<file path="config.mk">
export PLATFORM = sky130hd
export DESIGN_NAME = la_capture_ctrl_flat
export DESIGN_NICKNAME = d
export VERILOG_FILES = /design/src/rtl/la_pkg.sv /design/src/rtl/la_capture_ctrl_if.sv /design/src/rtl/la_wrap_ctr.sv /design/src/rtl/la_capture_ctrl.sv /design/src/flat_wrapper.sv
export SDC_FILE = /design/constraint.sdc
export NUM_CORES = 1
export LEC_CHECK = 0
export CORE_MARGIN = 5
export CORE_UTILIZATION = 60
export DETAILED_ROUTE_END_ITERATION = 10
export PLACE_DENSITY = 0.93
export REMOVE_ABC_BUFFERS = 1
export SYNTH_ARGS = -nofsm -noshare
export SYNTH_HDL_FRONTEND = slang
export SYNTH_SLANG_ARGS = --single-unit
</file>
<file path="constraint.sdc">
create_clock -name clk -period 5.46 [get_ports clk]
set_clock_uncertainty 0.1 [all_clocks]
set_input_delay 1.092 -clock clk [delete_from_list [all_inputs] [get_ports clk]]
set_output_delay 1.092 -clock clk [all_outputs]
set_load 0.01 [all_outputs]
</file>
<file path="src/rtl/la_pkg.sv">
// Shared types and constants for the logic-analyzer capture controller.
package la_pkg;

    typedef enum logic [2:0] {IDLE, PRE, WAIT, POST, DONE} cap_state_t;

    localparam int LA_ENTRIES = 384;
    localparam int LA_AW = 9;
    localparam logic [15:0] AUTOTRIG_LIMIT = 16'hFFFF;

endpackage

</file>
<file path="src/rtl/la_capture_ctrl_if.sv">
// Command / RAM / trigger signal bundle of the capture controller.
// master: command processor + trigger logic side; slave: capture controller.
interface la_capture_ctrl_if
    import la_pkg::*;
#(
    parameter int AW = LA_AW
) ();

    logic          start;
    logic          abort;
    logic          clr_done;
    logic          wrt_smpl;
    logic          triggered;
    logic [AW-1:0] trig_pos;

    logic          we;
    logic [AW-1:0] waddr;
    logic          armed;
    logic          capturing;
    logic          capture_done;
    logic [AW-1:0] last_addr;
    logic          timed_out;

    modport master (
        output start, abort, clr_done, wrt_smpl, triggered, trig_pos,
        input  we, waddr, armed, capturing, capture_done, last_addr, timed_out
    );

    modport slave (
        input  start, abort, clr_done, wrt_smpl, triggered, trig_pos,
        output we, waddr, armed, capturing, capture_done, last_addr, timed_out
    );

endinterface

</file>
<file path="src/rtl/la_wrap_ctr.sv">
// AW-bit counter with clear and enable that wraps from ENTRIES-1 back to 0.
// Used as the circular sample-RAM write pointer.
module la_wrap_ctr
    import la_pkg::*;
#(
    parameter int ENTRIES = LA_ENTRIES,
    parameter int AW      = LA_AW
) (
    input  logic          clk,
    input  logic          rst,
    input  logic          clr,
    input  logic          en,
    output logic [AW-1:0] cnt
);

    localparam logic [AW-1:0] LAST = AW'(ENTRIES - 1);

    // Clear beats enable so a new capture always starts at address 0.
    always_ff @(posedge clk) begin
        if (rst) begin
            cnt <= '0;
        end else if (clr) begin
            cnt <= '0;
        end else if (en) begin
            cnt <= (cnt == LAST) ? '0 : cnt + 1'b1;
        end
    end

endmodule

</file>
<file path="src/rtl/la_capture_ctrl.sv">
// Logic-analyzer capture sequencer: circular write pointer, pre-trigger fill,
// armed/trigger handshake and post-trigger countdown.
// Optional build macro: LA_CAPTURE_AUTOTRIG_EN (auto-trigger after a long WAIT).
module la_capture_ctrl
    import la_pkg::*;
#(
    parameter int ENTRIES = LA_ENTRIES,
    parameter int AW      = LA_AW
) (
    input logic              clk,
    input logic              rst,
    la_capture_ctrl_if.slave bus
);

    localparam logic [AW-1:0] LAST     = AW'(ENTRIES - 1);
    localparam logic [AW:0]   ARM_BASE = (AW+1)'(ENTRIES);

    cap_state_t    state, state_nxt;
    logic [AW-1:0] tp_eff;
    logic [AW-1:0] smpl_cnt;
    logic [AW-1:0] post_cnt;
    logic [AW-1:0] last_addr_r;
    logic [AW-1:0] waddr;
    logic          armed_r;
    logic          capturing;
    logic          we;
    logic          start_hit;
    logic          abort_hit;
    logic          arm_hit;
    logic          trig_hit;
    logic          post_last;
    logic          auto_fire;

    // trig_pos beyond the buffer depth behaves as the deepest legal position.
    function automatic logic [AW-1:0] clamp_tp(input logic [AW-1:0] tp);
        return (tp > LAST) ? LAST : tp;
    endfunction

    // Address one slot behind the pointer, modulo the buffer depth.
    function automatic logic [AW-1:0] wrap_dec(input logic [AW-1:0] a);
        return (a == '0) ? LAST : a - 1'b1;
    endfunction

    // Event decode shared by the state machine and the datapath registers.
    always_comb begin
        capturing = (state == PRE) || (state == WAIT) || (state == POST);
        we        = bus.wrt_smpl & capturing;
        abort_hit = bus.abort && (state != IDLE);
        start_hit = bus.start && !bus.abort && (state == IDLE);
        arm_hit   = (state == PRE) && we &&
                    (({1'b0, smpl_cnt} + 1'b1) == (ARM_BASE - {1'b0, tp_eff}));
        trig_hit  = (state == WAIT) && (bus.triggered || auto_fire);
        post_last = (state == POST) && we && ((post_cnt + 1'b1) == tp_eff);
    end

    la_wrap_ctr #(
        .ENTRIES (ENTRIES),
        .AW      (AW)
    ) u_waddr (
        .clk (clk),
        .rst (rst),
        .clr (start_hit),
        .en  (we),
        .cnt (waddr)
    );

    // State register.
    always_ff @(posedge clk) begin
        if (rst) begin
            state <= IDLE;
        end else begin
            state <= state_nxt;
        end
    end

    // Next-state logic; abort from any active state wins over everything else.
    always_comb begin
        state_nxt = state;
        if (abort_hit) begin
            state_nxt = IDLE;
        end else begin
            case (state)
                IDLE: if (start_hit) state_nxt = PRE;
                PRE:  if (arm_hit)   state_nxt = WAIT;
                WAIT: if (trig_hit)  state_nxt = (tp_eff == '0) ? DONE : POST;
                POST: if (post_last) state_nxt = DONE;
                DONE: if (bus.clr_done) state_nxt = IDLE;
                default: state_nxt = IDLE;
            endcase
        end
    end

    // Fill / countdown counters, latched trigger position and final address.
    always_ff @(posedge clk) begin
        if (rst) begin
            tp_eff      <= '0;
            smpl_cnt    <= '0;
            post_cnt    <= '0;
            last_addr_r <= '0;
            armed_r     <= 1'b0;
        end else begin
            armed_r <= (state_nxt == WAIT) || (state_nxt == POST);
            if (start_hit) begin
                tp_eff   <= clamp_tp(bus.trig_pos);
                smpl_cnt <= '0;
                post_cnt <= '0;
            end
            if ((state == PRE) && we) begin
                smpl_cnt <= smpl_cnt + 1'b1;
            end
            if (trig_hit) begin
                post_cnt <= '0;
            end
            if ((state == POST) && we) begin
                post_cnt <= post_cnt + 1'b1;
            end
            if (!abort_hit) begin
                if (post_last) begin
                    last_addr_r <= waddr;
                end else if (trig_hit && (tp_eff == '0)) begin
                    // With no post-trigger window the trigger cycle ends the capture.
                    last_addr_r <= we ? waddr : wrap_dec(waddr);
                end
            end
        end
    end

`ifdef LA_CAPTURE_AUTOTRIG_EN
    logic [15:0] wait_cnt;
    logic        timed_out_r;

    assign auto_fire = (state == WAIT) && we && (wait_cnt == AUTOTRIG_LIMIT - 16'd1);

    // Count WAIT writes; the write that reaches the limit acts as the trigger.
    always_ff @(posedge clk) begin
        if (rst) begin
            wait_cnt    <= '0;
            timed_out_r <= 1'b0;
        end else begin
            if (start_hit) begin
                wait_cnt <= '0;
            end else if ((state == WAIT) && we) begin
                wait_cnt <= wait_cnt + 16'd1;
            end
            if (abort_hit || start_hit) begin
                timed_out_r <= 1'b0;
            end else if (auto_fire) begin
                timed_out_r <= 1'b1;
            end
        end
    end

    assign bus.timed_out = timed_out_r;
`else
    assign auto_fire     = 1'b0;
    assign bus.timed_out = 1'b0;
`endif

    assign bus.we           = we;
    assign bus.waddr        = waddr;
    assign bus.armed        = armed_r;
    assign bus.capturing    = capturing;
    assign bus.capture_done = (state == DONE);
    assign bus.last_addr    = last_addr_r;

endmodule

</file>
<file path="src/flat_wrapper.sv">
// flat-port wrapper written by rule: the top's interface ports become plain ports
module la_capture_ctrl_flat import la_pkg::*;
#(
    parameter int ENTRIES = LA_ENTRIES,
    parameter int AW      = LA_AW
)
  (clk, rst, bus_start, bus_abort, bus_clr_done, bus_wrt_smpl, bus_triggered, bus_trig_pos, bus_we, bus_waddr, bus_armed, bus_capturing, bus_capture_done, bus_last_addr, bus_timed_out);
  la_capture_ctrl_if #(.AW(AW)) bus_i ();
  input logic clk;
  input logic rst;
  input wire logic [$bits(bus_i.start)-1:0] bus_start;
  input wire logic [$bits(bus_i.abort)-1:0] bus_abort;
  input wire logic [$bits(bus_i.clr_done)-1:0] bus_clr_done;
  input wire logic [$bits(bus_i.wrt_smpl)-1:0] bus_wrt_smpl;
  input wire logic [$bits(bus_i.triggered)-1:0] bus_triggered;
  input wire logic [$bits(bus_i.trig_pos)-1:0] bus_trig_pos;
  output wire logic [$bits(bus_i.we)-1:0] bus_we;
  output wire logic [$bits(bus_i.waddr)-1:0] bus_waddr;
  output wire logic [$bits(bus_i.armed)-1:0] bus_armed;
  output wire logic [$bits(bus_i.capturing)-1:0] bus_capturing;
  output wire logic [$bits(bus_i.capture_done)-1:0] bus_capture_done;
  output wire logic [$bits(bus_i.last_addr)-1:0] bus_last_addr;
  output wire logic [$bits(bus_i.timed_out)-1:0] bus_timed_out;
  assign bus_i.start = bus_start;
  assign bus_i.abort = bus_abort;
  assign bus_i.clr_done = bus_clr_done;
  assign bus_i.wrt_smpl = bus_wrt_smpl;
  assign bus_i.triggered = bus_triggered;
  assign bus_i.trig_pos = bus_trig_pos;
  assign bus_we = bus_i.we;
  assign bus_waddr = bus_i.waddr;
  assign bus_armed = bus_i.armed;
  assign bus_capturing = bus_i.capturing;
  assign bus_capture_done = bus_i.capture_done;
  assign bus_last_addr = bus_i.last_addr;
  assign bus_timed_out = bus_i.timed_out;
  la_capture_ctrl #(.ENTRIES(ENTRIES), .AW(AW)) u_core (.clk(clk), .rst(rst), .bus(bus_i));
endmodule
</file>
Word-level counts from Yosys, hierarchy flattened:

Cells that the tools add are included.

* register bits: 49
* bits in latches: 0
* bits in writable memories: 0
* memory bits (read-only): 0
* output and inout bits: 23
* word-level logic and storage cells: 65
* memories kept: 0

* add/subtract/negate cells: 6
* multipliers: 0
* div/mod/pow operators: 0
* order comparisons: 1
* equal/unequal tests: 9
* shift operators: 0
* multiplexer cells: 18
* bitwise operators: 2
* reductions and logical operators: 22

Operator list (number)
* $mux 9: 10
* $add 9x1->9 const B: 3
* $mux 3: 7
* $logic_not 9->1: 2
* $pmux 3 s5: 1
* $eq 3x2->1 const B: 4
* $add 9x1->10 const B: 1
* $eq 10x10->1: 1
* $sub 9x9->10 const A: 1
* $eq 9x9->1: 1
* $eq 9x9->1 const B: 1
* $gt 9x9->1 const B: 1
* $logic_and 1x1->1: 9
* $sub 9x1->9 const B: 1
* $reduce_bool 3->1: 2
* $reduce_bool 2->1: 2
* $eq 3x1->1 const B: 1
* $eq 3x3->1 const B: 1
* $logic_not 3->1: 1
* $logic_or 1x1->1: 3
* $reduce_and 2->1: 1
* $reduce_or 2->1: 1
* $and 1x1->1: 1
* $logic_not 1->1: 1
* $not 1->1: 1

Longest topological paths before layout:

* depth after elaboration: 11
* mapped depth: 9

Modules after synthesis:

Synthesis repeated with hierarchy kept, for this count alone.

* cells, all modules: 391
* area total of the unflattened synthesis: 3136.8 um^2

Modules (own cells, without submodules)
* la_capture_ctrl: instances 1, cells an instance 343, area each 2717.6 um^2
* la_wrap_ctr: instances 1, cells an instance 48, area each 419.2 um^2

Least setup slack after synthesis:

No wires, ideal clock.

* path type: input port to output port
* start: in bus_wrt_smpl
* end: out bus_we
* arrival time: 1.836 ns
* required time: 4.268 ns
* slack: 2.432 ns
* stages on the path: 4
* buffers on the path: 1
* cells stage by stage: nor2b_1 -> o21ai_0 -> inv_1 -> clkbuf_1

* cells in the longest elaborated chain, start to end: 1

Ends and longest elaborated chain
* from (decl): line flat_wrapper.sv:14 `input wire logic [$bits(bus_i.wrt_smpl)-1:0] bus_wrt_smpl;`
* $and 1x1->1: line la_capture_ctrl.sv:47 `we = bus.wrt_smpl & capturing;`
* to (decl): line flat_wrapper.sv:17 `output wire logic [$bits(bus_i.we)-1:0] bus_we;`

No other way between the ends.

Worst setup path in the final report:

Same ends and word-level chain as after synthesis.

==> results.md <==
* Grt ovf at 0
* FF+latch count, synth at 49
* Setup TNS at 0 ns
* Reg power frac at 0.534
* Gates resized, CTS repair at 0
* Initial Utilization at 0.620
* Switching power at 0.000193 W
* Most frequent cells in the layout: dfxtp_1, nor2_1, clkdlybuf4s50_1
* Crit path launch type: primary input
* Synth Area in XOR/XNOR at 0.126
* Die height at 82.9 µm
* Post-synthesis mux area share at 0.0161
* Max-slew violation count at 0
* CTS Buffer Depth at 2
* I/O Buffers at 37
* Total of max-cap violations at 0
* Hold-fix buffers at CTS at 0
* Final wirelength at 7.65 mm
* Yosys warnings at 0
* Peak supply drop at 159 µV
* Synth top area share at 0.308
* Crit Path Class: in2out
* Vias in the first global route at 2822
* Comb pwr share at 0.169
* Post-layout min period at 4.18 ns
* Syn avg cell area at 7.98 µm²
* Layout cells sized above 1 at 0.0508
* Routed vias at 2987
* GPL Wtd Cong at 0.876
* Synth Area in Adders at 0.0196
* Ys flop type: dfxtp_1
* Chip width at 82.9 µm
* Clock share of power at 0.297
* Hold Crit Depth at 2
* Worst Hold Slack at 0.357 ns
* Wire length of the first global-routing pass at 13.3 mm
* Status: completed
* Reg2reg start: u_core.post_cnt[0]
* CTS Buf Count at 5
* Pin count of the biggest net entering global routing at 28
* Root Buffer: clkbuf_8
* Final period util at 0.766
* Total GRT Usage at 0.225
* Internal power at 0.000510 W
* Drt pass-1 iters at 5
* R2R setup slack at 2.36 ns
* DR iter-0 viols at 290
* Area of the mapped netlist at 0.00319 mm²
* Htree depth at 2
* Clk Latency, worst-skew pair at 0.30 ns
* Unique masters post-synth at 56
* Core area at 0.00514 mm²
* Postcts setup bufs at 0
* Clk sinks at 49
* Worst hold path type: reg2reg
* RSZ-0062 raised after global routing: no
* Mean number of vias per cell at 6.18
* Gate Count Post-Synth at 399
* LEAKAGE at 1.20 nW
* Initial antenna violation count at 0
* Routed wire per std cell at 15.8 µm
* Total Power at 0.000703 W
* Final Net Count at 433
* Remaining antenna violation count at 0
* Leading area contributor after synthesis: dfxtp_1
* Register area share after synthesis at 0.308
* Largest cells by area after synthesis: dfxtp_1, xnor2_1, nor2_1, a21oi_1, a211oi_1
* Switching share of power at 0.275
* CTS tree: built
* Count of final hold-check violations at 0
* Endpoint, Worst Hold: u_core.bus.last_addr[5]
* Setup crit end kind: output pin
* Max-slew headroom at 0.298
* Final Setup Violations at 0
* Clk slew on worst S/H paths at 0.09 ns
* Hpwl dp at 5.68 mm
* Commonest non-fill, non-tap cell in the layout: dfxtp_1
* DRC at 0
* Largest family of logic cells by synthesized area: simple AND/OR/NAND/NOR gates
* FFs w/ async S/R, synth at 0
* Die Footprint at 0.00687 mm²
* IO Count at 39
* FF-to-FF End: u_core.bus.last_addr[8]
* Synthesized-area fraction occupied by and/or/nand/nor cells at 0.259
* Fmax at 239 MHz
* Compound-cell area share of the yosys netlist at 0.208
* R2R depth at 7
* Arr. time, crit path at 2.99 ns
* CP max FO at 12
* HP Start: u_core.bus.last_addr[5]
* EDFF count, synth at 0
* Pwr Density at 195 mW/mm²
* FP Rows at 26
* N_diodes at 0
* WP data required at 4.27 ns
* Worst-margin pin slew at 1.04 ns
* Synth-to-Final Area Change at 13.0%
-- metal layers --
layer / vias to the layer above / wire [µm] / track usage
met5: - / 0 / 0
met4: 0 / 211 / 0.0966
met3: 25 / 493 / 0.0495
met2: 114 / 3680 / 0.373
met1: 1395 / 3260 / 0.279
li1: 1453 / - / -
-- power groups by stage --
| stage | sequential (W) | combinational [W] | clock, W |
|---|---|---|---|
| floorplan | 0.000380 | 0.0000789 | 0 |
| global placement | 0.000383 | 0.000111 | 0 |
| detailed placement | 0.000384 | 0.000116 | 0 |
| CTS | 0.000375 | 0.000118 | 0.000211 |
| global route | 0.000377 | 0.000130 | 0.000228 |
| finish | 0.000375 | 0.000119 | 0.000209 |
-- worst max-delay path by stage --
| stage | cells after the start | endpoint | slack (ns) | from |
|---|---|---|---|---|
| 3_5_place_dp | 5 | bus_we | 1.33 | bus_wrt_smpl |
| 4_1_cts | 5 | bus_we | 1.33 | bus_wrt_smpl |
| 2_1_floorplan | 5 | u_core.post_cnt[3] | 2.04 | bus_abort |
| 3_3_place_gp | 5 | bus_we | 1.41 | bus_wrt_smpl |
| 5_1_grt | 5 | bus_we | 1.16 | bus_wrt_smpl |
| 6_report | 5 | bus_we | 1.28 | bus_wrt_smpl |
-- synth_stat cells (4+ instances only) --
library cell  instances
inv_1                13
nor4_1                9
nand2b_1              8
xor2_1               12
nor2_1               46
mux2i_1               4
and2_1                4
nand4_1               5
o21ai_0              18
and3_1                4
a211oi_1             20
a21oi_1              32
nand2_1              17
nor2b_1               6
dfxtp_1              49
or3_1                 4
a31oi_1               6
nor4b_1               4
nor3b_1               4
xnor2_1              26
buf_2                 5
nor3_1               10
clkbuf_1             24
ha_1                  5
nand3_1              12
-- flip-flops by register name, indices dropped and copies added (netlist names) --
register,flops
u_core.bus.last_addr,9
u_core.post_cnt,9
u_core.smpl_cnt,9
u_core.tp_eff,9
u_core.u_waddr.cnt,9
u_core.state,3
u_core.bus.armed,1
-- per-stage QoR --
| stage | setup slack (ns) | util | cell area, µm² | instances |
|---|---|---|---|---|
| finish | 1.28 | 0.700 | 3600 | 483 |
| global placement | 1.41 | 0.684 | 3510 | 475 |
| floorplan | 2.04 | - | 3040 | 366 |
| global route | 1.16 | 0.700 | 3600 | 483 |
| CTS | 1.33 | 0.700 | 3600 | 483 |
| detailed placement | 1.33 | 0.684 | 3510 | 475 |
-- area by class of cell --
type / count / area, µm²
Multi-Input combinational cell: 304 / 2010
Fill cell: 412 / 1540
Sequential cell: 49 / 981
Timing Repair Buffer: 39 / 385
Tap cell: 70 / 87.6
Clock buffer: 7 / 76.3
Inverter: 13 / 48.8
Clock inverter: 1 / 7.51
-- logic make-up (layout without fill, tap and decap cells) --
kind of cell	Yosys count	in the layout
AOI/OAI and AO/OA	100	100
xor gates and xnor gates	41	41
adders and majority gates	5	5
buffers and inverters	46	60
DFF	49	49
muxes	5	5
other	1	1
and+or+nand+nor	152	152
-- critical path: stages --
cell and delay, ns:
clkdlybuf4s50_1 0.51, nor2b_1 0.22, o21ai_0 0.22, inv_1 0.33, clkdlybuf4s50_1 0.61
Note: power is estimated with default switching activity, not from simulation.
